## src/rtl/stage_sequencer_pkg.sv

```systemverilog
// Shared types and helpers for the stage sequencer: FSM state encoding and
// the "next set mask bit" search used to pick the following stage.
package seq_pkg;

  typedef enum logic [1:0] {
    IDLE   = 2'd0,
    LAUNCH = 2'd1,
    WAIT   = 2'd2,
    DONE   = 2'd3
  } seq_state_t;

  localparam int MAX_STAGES = 32;

  typedef struct packed {
    logic       valid;
    logic [4:0] idx;
  } next_stage_t;

  // Lowest set bit of mask strictly above cur; cur = -1 searches from bit 0.
  function automatic next_stage_t next_stage(input logic [MAX_STAGES-1:0] mask,
                                             input int cur);
    next_stage_t res;
    res = '0;
    for (int i = MAX_STAGES - 1; i >= 0; i--) begin
      if (mask[i] && (i > cur)) begin
        res.valid = 1'b1;
        res.idx   = i[4:0];
      end
    end
    return res;
  endfunction

endpackage

```

## src/rtl/stage_sequencer_ram_mux.sv

```systemverilog
// One shared RAM port: forwards the selected stage's request, or drives an
// all-zero bus when no stage owns the RAMs.
module seq_ram_mux #(
  parameter int NUM_STAGES = 3,
  parameter int ADDR_W     = 9,
  parameter int DATA_W     = 32,
  parameter int WE_W       = 4,
  parameter int SEL_W      = 2
) (
  input  logic [SEL_W-1:0]             sel,
  input  logic                         sel_valid,
  input  logic [NUM_STAGES-1:0]        s_en,
  input  logic [NUM_STAGES*ADDR_W-1:0] s_a,
  input  logic [NUM_STAGES*WE_W-1:0]   s_we,
  input  logic [NUM_STAGES*DATA_W-1:0] s_di,
  output logic                         en,
  output logic [ADDR_W-1:0]            a,
  output logic [WE_W-1:0]              we,
  output logic [DATA_W-1:0]            di
);

  always_comb begin
    en = 1'b0;
    a  = '0;
    we = '0;
    di = '0;
    for (int k = 0; k < NUM_STAGES; k++) begin
      if (sel_valid && (sel == SEL_W'(k))) begin
        en = s_en[k];
        a  = s_a[k*ADDR_W +: ADDR_W];
        we = s_we[k*WE_W +: WE_W];
        di = s_di[k*DATA_W +: DATA_W];
      end
    end
  end

endmodule

```

## src/rtl/stage_sequencer.sv

```systemverilog
// Sequences up to NUM_STAGES engines in index order with skip mask, repeat
// count and abort, and hands the shared RAM ports to the active stage.
// Define SEQ_WATCHDOG_EN to build the WAIT-state watchdog (timeout_err).
module stage_sequencer
  import seq_pkg::*;
#(
  parameter int NUM_STAGES = 3,
  parameter int NUM_RAMS   = 3,
  parameter int ADDR_W     = 9,
  parameter int DATA_W     = 32,
  parameter int START_HOLD = 3,
  parameter int ITER_W     = 3,
  parameter int WDOG_W     = 16,
  localparam int WE_W      = DATA_W / 8,
  localparam int SEL_W     = (NUM_STAGES > 1) ? $clog2(NUM_STAGES) : 1
) (
  input  logic                                  clk,
  input  logic                                  rst_n,
  input  logic                                  start,
  input  logic                                  abort,
  input  logic [NUM_STAGES-1:0]                 stage_mask,
  input  logic [ITER_W-1:0]                     iterations,
  output logic [NUM_STAGES-1:0]                 stage_start,
  input  logic [NUM_STAGES-1:0]                 stage_busy,
  input  logic [NUM_STAGES*NUM_RAMS-1:0]        s_en,
  input  logic [NUM_STAGES*NUM_RAMS*ADDR_W-1:0] s_a,
  input  logic [NUM_STAGES*NUM_RAMS*WE_W-1:0]   s_we,
  input  logic [NUM_STAGES*NUM_RAMS*DATA_W-1:0] s_di,
  output logic [NUM_RAMS-1:0]                   en,
  output logic [NUM_RAMS*ADDR_W-1:0]            a,
  output logic [NUM_RAMS*WE_W-1:0]              we,
  output logic [NUM_RAMS*DATA_W-1:0]            di,
  output logic                                  busy,
  output logic                                  done,
  output logic [SEL_W-1:0]                      active_stage,
  output logic [ITER_W-1:0]                     iter_idx,
  output logic                                  timeout_err,
  output seq_state_t                            state_dbg
);

  localparam logic [3:0] HOLD_LAST = 4'(START_HOLD - 1);

  seq_state_t          state_q, state_d;
  logic [3:0]          hold_q, hold_d;
  logic [NUM_STAGES-1:0] mask_q, mask_d;
  logic [ITER_W-1:0]   iters_q, iters_d;
  logic [ITER_W-1:0]   iter_q, iter_d;
  logic [SEL_W-1:0]    active_q, active_d;
  logic                stop_run;
  logic                last_pass;
  logic                sel_valid;
  next_stage_t         first_in, first_cur, after_cur;

`ifdef SEQ_WATCHDOG_EN
  logic [WDOG_W-1:0]   wdog_q, wdog_d;
  logic                terr_q, terr_d;
  logic                wdog_trip;
`endif

  assign first_in  = next_stage(MAX_STAGES'(stage_mask), -1);
  assign first_cur = next_stage(MAX_STAGES'(mask_q), -1);
  assign after_cur = next_stage(MAX_STAGES'(mask_q), int'(active_q));
  assign last_pass = ({1'b0, iter_q} + {{ITER_W{1'b0}}, 1'b1}) >= {1'b0, iters_q};

  always_ff @(posedge clk or negedge rst_n) begin
    if (!rst_n) begin
      state_q  <= IDLE;
      hold_q   <= '0;
      mask_q   <= '0;
      iters_q  <= '0;
      iter_q   <= '0;
      active_q <= '0;
`ifdef SEQ_WATCHDOG_EN
      wdog_q   <= '0;
      terr_q   <= 1'b0;
`endif
    end else begin
      state_q  <= state_d;
      hold_q   <= hold_d;
      mask_q   <= mask_d;
      iters_q  <= iters_d;
      iter_q   <= iter_d;
      active_q <= active_d;
`ifdef SEQ_WATCHDOG_EN
      wdog_q   <= wdog_d;
      terr_q   <= terr_d;
`endif
    end
  end

  always_comb begin
    state_d  = state_q;
    hold_d   = hold_q;
    mask_d   = mask_q;
    iters_d  = iters_q;
    iter_d   = iter_q;
    active_d = active_q;
`ifdef SEQ_WATCHDOG_EN
    wdog_d    = wdog_q;
    terr_d    = terr_q;
    wdog_trip = 1'b0;
`endif
    case (state_q)
      IDLE: begin
        if (start) begin
          mask_d  = stage_mask;
          iters_d = iterations;
`ifdef SEQ_WATCHDOG_EN
          terr_d  = 1'b0;
`endif
          if ((stage_mask == '0) || (iterations == '0)) begin
            state_d = DONE;
          end else begin
            state_d  = LAUNCH;
            hold_d   = '0;
            iter_d   = '0;
            active_d = SEL_W'(first_in.idx);
          end
        end
      end
      LAUNCH: begin
        if (hold_q == HOLD_LAST) begin
          state_d = WAIT;
`ifdef SEQ_WATCHDOG_EN
          wdog_d  = '0;
`endif
        end else begin
          hold_d = hold_q + 4'd1;
        end
      end
      WAIT: begin
`ifdef SEQ_WATCHDOG_EN
        wdog_d    = wdog_q + WDOG_W'(1);
        wdog_trip = &wdog_d;
`endif
        if (!stage_busy[active_q]) begin
          hold_d = '0;
          if (after_cur.valid) begin
            state_d  = LAUNCH;
            active_d = SEL_W'(after_cur.idx);
          end else if (!last_pass) begin
            state_d  = LAUNCH;
            iter_d   = iter_q + ITER_W'(1);
            active_d = SEL_W'(first_cur.idx);
          end else begin
            state_d = DONE;
          end
        end
      end
      DONE: begin
        state_d  = IDLE;
        active_d = '0;
        iter_d   = '0;
      end
      default: state_d = IDLE;
    endcase

    // Abort (or watchdog expiry) overrides whatever WAIT/LAUNCH decided.
`ifdef SEQ_WATCHDOG_EN
    if (wdog_trip) terr_d = 1'b1;
    stop_run = abort || wdog_trip;
`else
    stop_run = abort;
`endif
    if (stop_run && (state_q != IDLE)) begin
      state_d  = IDLE;
      hold_d   = '0;
      active_d = '0;
      iter_d   = '0;
    end
  end

  always_comb begin
    stage_start = '0;
    busy        = 1'b0;
    done        = 1'b0;
    sel_valid   = 1'b0;
    case (state_q)
      LAUNCH: begin
        stage_start[active_q] = 1'b1;
        busy                  = 1'b1;
        sel_valid             = 1'b1;
      end
      WAIT: begin
        busy      = 1'b1;
        sel_valid = 1'b1;
      end
      DONE:    done = 1'b1;
      default: ;
    endcase
  end

  assign active_stage = active_q;
  assign iter_idx     = iter_q;
  assign state_dbg    = state_q;
`ifdef SEQ_WATCHDOG_EN
  assign timeout_err  = terr_q;
`else
  assign timeout_err  = 1'b0;
`endif

  for (genvar r = 0; r < NUM_RAMS; r++) begin : g_port
    logic [NUM_STAGES-1:0]        p_en;
    logic [NUM_STAGES*ADDR_W-1:0] p_a;
    logic [NUM_STAGES*WE_W-1:0]   p_we;
    logic [NUM_STAGES*DATA_W-1:0] p_di;
    for (genvar k = 0; k < NUM_STAGES; k++) begin : g_stage
      assign p_en[k]                   = s_en[k*NUM_RAMS + r];
      assign p_a[k*ADDR_W +: ADDR_W]   = s_a[(k*NUM_RAMS + r)*ADDR_W +: ADDR_W];
      assign p_we[k*WE_W +: WE_W]      = s_we[(k*NUM_RAMS + r)*WE_W +: WE_W];
      assign p_di[k*DATA_W +: DATA_W]  = s_di[(k*NUM_RAMS + r)*DATA_W +: DATA_W];
    end
    seq_ram_mux #(
      .NUM_STAGES(NUM_STAGES),
      .ADDR_W    (ADDR_W),
      .DATA_W    (DATA_W),
      .WE_W      (WE_W),
      .SEL_W     (SEL_W)
    ) u_mux (
      .sel      (active_q),
      .sel_valid(sel_valid),
      .s_en     (p_en),
      .s_a      (p_a),
      .s_we     (p_we),
      .s_di     (p_di),
      .en       (en[r]),
      .a        (a[r*ADDR_W +: ADDR_W]),
      .we       (we[r*WE_W +: WE_W]),
      .di       (di[r*DATA_W +: DATA_W])
    );
  end

endmodule

```

## config.mk

```make
export PLATFORM = sky130hd
export DESIGN_NAME = stage_sequencer
export DESIGN_NICKNAME = d
export VERILOG_FILES = /design/src/rtl/stage_sequencer_pkg.sv /design/src/rtl/stage_sequencer_ram_mux.sv /design/src/rtl/stage_sequencer.sv
export SDC_FILE = /design/constraint.sdc
export NUM_CORES = 1
export LEC_CHECK = 0
export ABC_AREA = 1
export CORE_AREA = 8 8 221 223
export CTS_BUF_LIST = sky130_fd_sc_hd__clkbuf_4
export DETAILED_ROUTE_END_ITERATION = 8
export DIE_AREA = 0 0 229 231
export GPL_ROUTABILITY_DRIVEN = 0
export PLACE_DENSITY = 0.41
export SLEW_MARGIN = 20
export SYNTH_ARGS = -nofsm -noshare
export SYNTH_HDL_FRONTEND = slang
export SYNTH_SLANG_ARGS = --single-unit
export TNS_END_PERCENT = 50
```

## constraint.sdc

```tcl
create_clock -name clk -period 2.03 [get_ports clk]
set_input_delay 0.406 -clock clk [delete_from_list [all_inputs] [get_ports clk]]
set_output_delay 0.406 -clock clk [all_outputs]
set_load 0.05 [all_outputs]
```

==> impl_metrics.yaml <==
outcome:
  status: "finished, violations left"
  violations: "setup timing"
power:
  power.share.switching: 0.548
  power.switching_mw: 15.5
  p_leak_nw: 6.67
  p_per_area_nw_per_um2: 1880
  p_clk_frac: 0.007
  internal-power_mw: 12.8
  p_total_mw: 28.4
  ir_worst_vdd_v: 0.000996
  seq_power_share: 0.020
  power.share.combinational: 0.973
synth:
  yosysMostFrequentCell: "nand3_1"
  synth_seq_cells: 17
  syn-num-nets: 1253
  synth_common_cells: "nand3_1 (285), nand2_1 (185), nand4_1 (139)"
  synth.largest_area_cell: "nand3_1"
  ys_seq_area_frac: 0.0965
  yosys_warnings: 0
  syn_inst: 816
  yosysTopAreaCellShare: 0.324
  synth_ff_type: "dfrtp_1"
  synth_area_per_cell_um2: 5.40
  syn_area_um2: 4410
  yosys-top-cells-area: "nand3_1 (32%), nand4_1 (20%), nand2_1 (16%)"
  synth_cell_types: 26
  synth_enable_flop_cells: 0
  synthArstFlopShare: 1.00
floorplan:
  core_um2: 45100
  die_h_um: 231
  initial_core_util: 0.0978
  floorplan.die_area_um2: 52900
  io_pins: 578
  die-width_um: 229
  rows: 78
global_routing:
  grt_first_pass_wirelength_mm: 62.1
  overflow: 0
  busiest_layer: "met2"
  track_usage: 0.151
  grt_pass1_vias: 9077
  grt_start_max_net_pins: 60
  use_met2: 0.281
  globalRouteMet1Util: 0.175
  antenna_found_initial: 3
  grtUsageMet3: 0.0375
clock_tree:
  cts-buffers-inserted: 3
  clock_path_buffers: 2
  clk_root_buffer_cell: "clkbuf_4"
  clkSlewWorstSetupHoldPaths_ps: 120
  clk_latency_ps: 310
  cts_sinks: 17
  cts_tree: "yes"
  cts-htree-levels: 1
placement:
  port_buffers: 576
  place_area_um2: 14600
  dpl.cell_count: 1983
  place_hpwl_mm: 36.5
run:
  drv_cap: 0
drt:
  wire_per_inst_um: 21.7
  routed_wl_mm: 43.4
  vias_per_cell: 4.23
  routed-via-count: 8471
  drt-initial-drc-count: 380
  route.detailed.drc: 0
  drt_first_pass_iters: 4
  drtAntennaViolNets: 0
timing:
  fin_ws_ps: -411
  finalSetupViolations: 139
  hold_violations: 0
  worst_pin_slew_ps: 505
  clock.fmax_ghz: 0.410
  maxSlewViolCount: 0
  slew_headroom: 0.662
  min_period_ps: 2440
  finClkSkew_ps: 6.92
  grt_setup_unrepaired: "true"
  period_share: 1.20
worst_setup_path:
  timing.rr.end: "iter_idx[0]"
  start_kind: "flip-flop"
  worst_path_max_delay_cell: "dfrtp_2"
  r2r-start: "iter_idx[1]"
  cpPeakStageDelay_ps: 380
  arrival_ps: 2030
  endpoint_kind: "output pin"
  r2r_slack_ps: 200
  required_ps: 1620
  startpoint: "state_dbg[0]"
  critPathMaxFanout: 10
  crit_type: "flip-flop to output pin"
  reg2regPathDepth: 10
  crit_top_cell: "buf_12"
  crit_chain: "inv_2 -> ha_4 -> inv_4 -> nor2_4 -> buf_12 -> buf_12 -> buf_12 -> buf_12 -> nand2_4 -> nand3_4 -> buf_12"
finish:
  layout.nets: 1837
  instances_no_fill: 2001
  syn_to_final_growth_pct: 242
  design_area_um2: 15100
  drive_above_1_share: 0.355
hold_path:
  holdCritPathClass: "input pin to asynchronous set/reset pin"
[timing repair]
item | in CTS | in global routing
buffers inserted | 0 | 6
gates cloned | 1 | 5
gates resized for setup | 21 | 46
setup endpoints to repair | 141 | 141
pin swaps | 4 | 6
hold buffers | 0 | 0
[flip-flops by register name (all words and copies together), names as in the netlist]
| signal | count |
|---|---|
| iters_q | 3 |
| state_dbg | 2 |
| active_stage | 2 |
| iter_idx | 3 |
| mask_q | 3 |
| hold_q | 4 |
[cell usage in the layout, fill, tap and decap left out, types with 4 or more instances in the layout]
master,n
a21oi_1,6
buf_12,171
buf_16,4
buf_4,52
buf_6,13
buf_8,4
clkbuf_16,5
clkdlybuf4s50_1,427
dfrtp_1,13
ha_1,8
inv_1,22
nand2_1,108
nand2_2,32
nand2_4,48
nand3_1,142
nand3_2,58
nand3_4,85
nand4_1,139
nor2_1,12
o21ai_0,14
o21ai_1,5
[worst max-delay path: cells and delay by family (launching register included)]
kind,cells,cell delay (ps)
flip-flops,1,380
AND/OR/NAND/NOR,3,220
adder cells (fa/ha/maj),1,310
buffers and inverters,7,780
[final cells by class]
class / instances / area [um^2]
fill: 4702 / 30000
antenna: 2 / 5.00
clock inverter: 1 / 5.00
inverter: 27 / 109
clock buffer: 3 / 22.5
multi-input combinational: 675 / 5240
timing repair buffer: 676 / 8530
tap: 600 / 751
sequential: 17 / 433
[logic make-up (layout without fill, tap and decap cells)]
kind of cell               count (synthesis)  in the layout  synth area share
xor gates and xnor gates                   2              2           0.00397
and+or+nand+nor                          635            635             0.711
AOI/OAI and AO/OA                         26             26            0.0301
adders and majority gates                 10             10            0.0284
buffers and inverters                    124            707             0.127
DFF                                       17             17            0.0965
other                                      1              3          0.000851
muxes                                      1              1           0.00255
[worst max path at each step]
stage | end | slack [ps]
floorplan | stage_start[0] | -270
global placement | di[11] | -60
detailed placement | di[12] | -70
CTS | di[11] | -400
global route | a[1] | -510
finish | a[4] | -410
[routing by layer]
metal  vias to the layer above  routed length (um)
li1                       4111                   -
met1                      4001               17300
met2                       328               22500
met3                        29                2920
met4                         2                 590
met5                         -                  13
[metrics by stage]
stage	utilization	TNS [ps]	setup WS (ps)	hold WS, ps
floorplan	-	-30370	-272	110
global placement	0.324	-346	-56.1	473
detailed placement	0.324	-1050	-67.6	478
CTS	0.326	-46970	-405	414
global route	0.335	-59490	-508	415
finish	0.335	-44850	-411	410
[power by group through the flow]
stage          Combinational (mW)  Sequential, mW  Clock, mW
6_report                     27.6           0.559      0.200
5_1_grt                      28.9           0.571      0.228
4_1_cts                      27.7           0.557      0.210
3_5_place_dp                 27.4           0.565          0
3_3_place_gp                 27.5           0.559          0
2_1_floorplan                14.4           0.719          0
(Power assumes the default switching activity.)
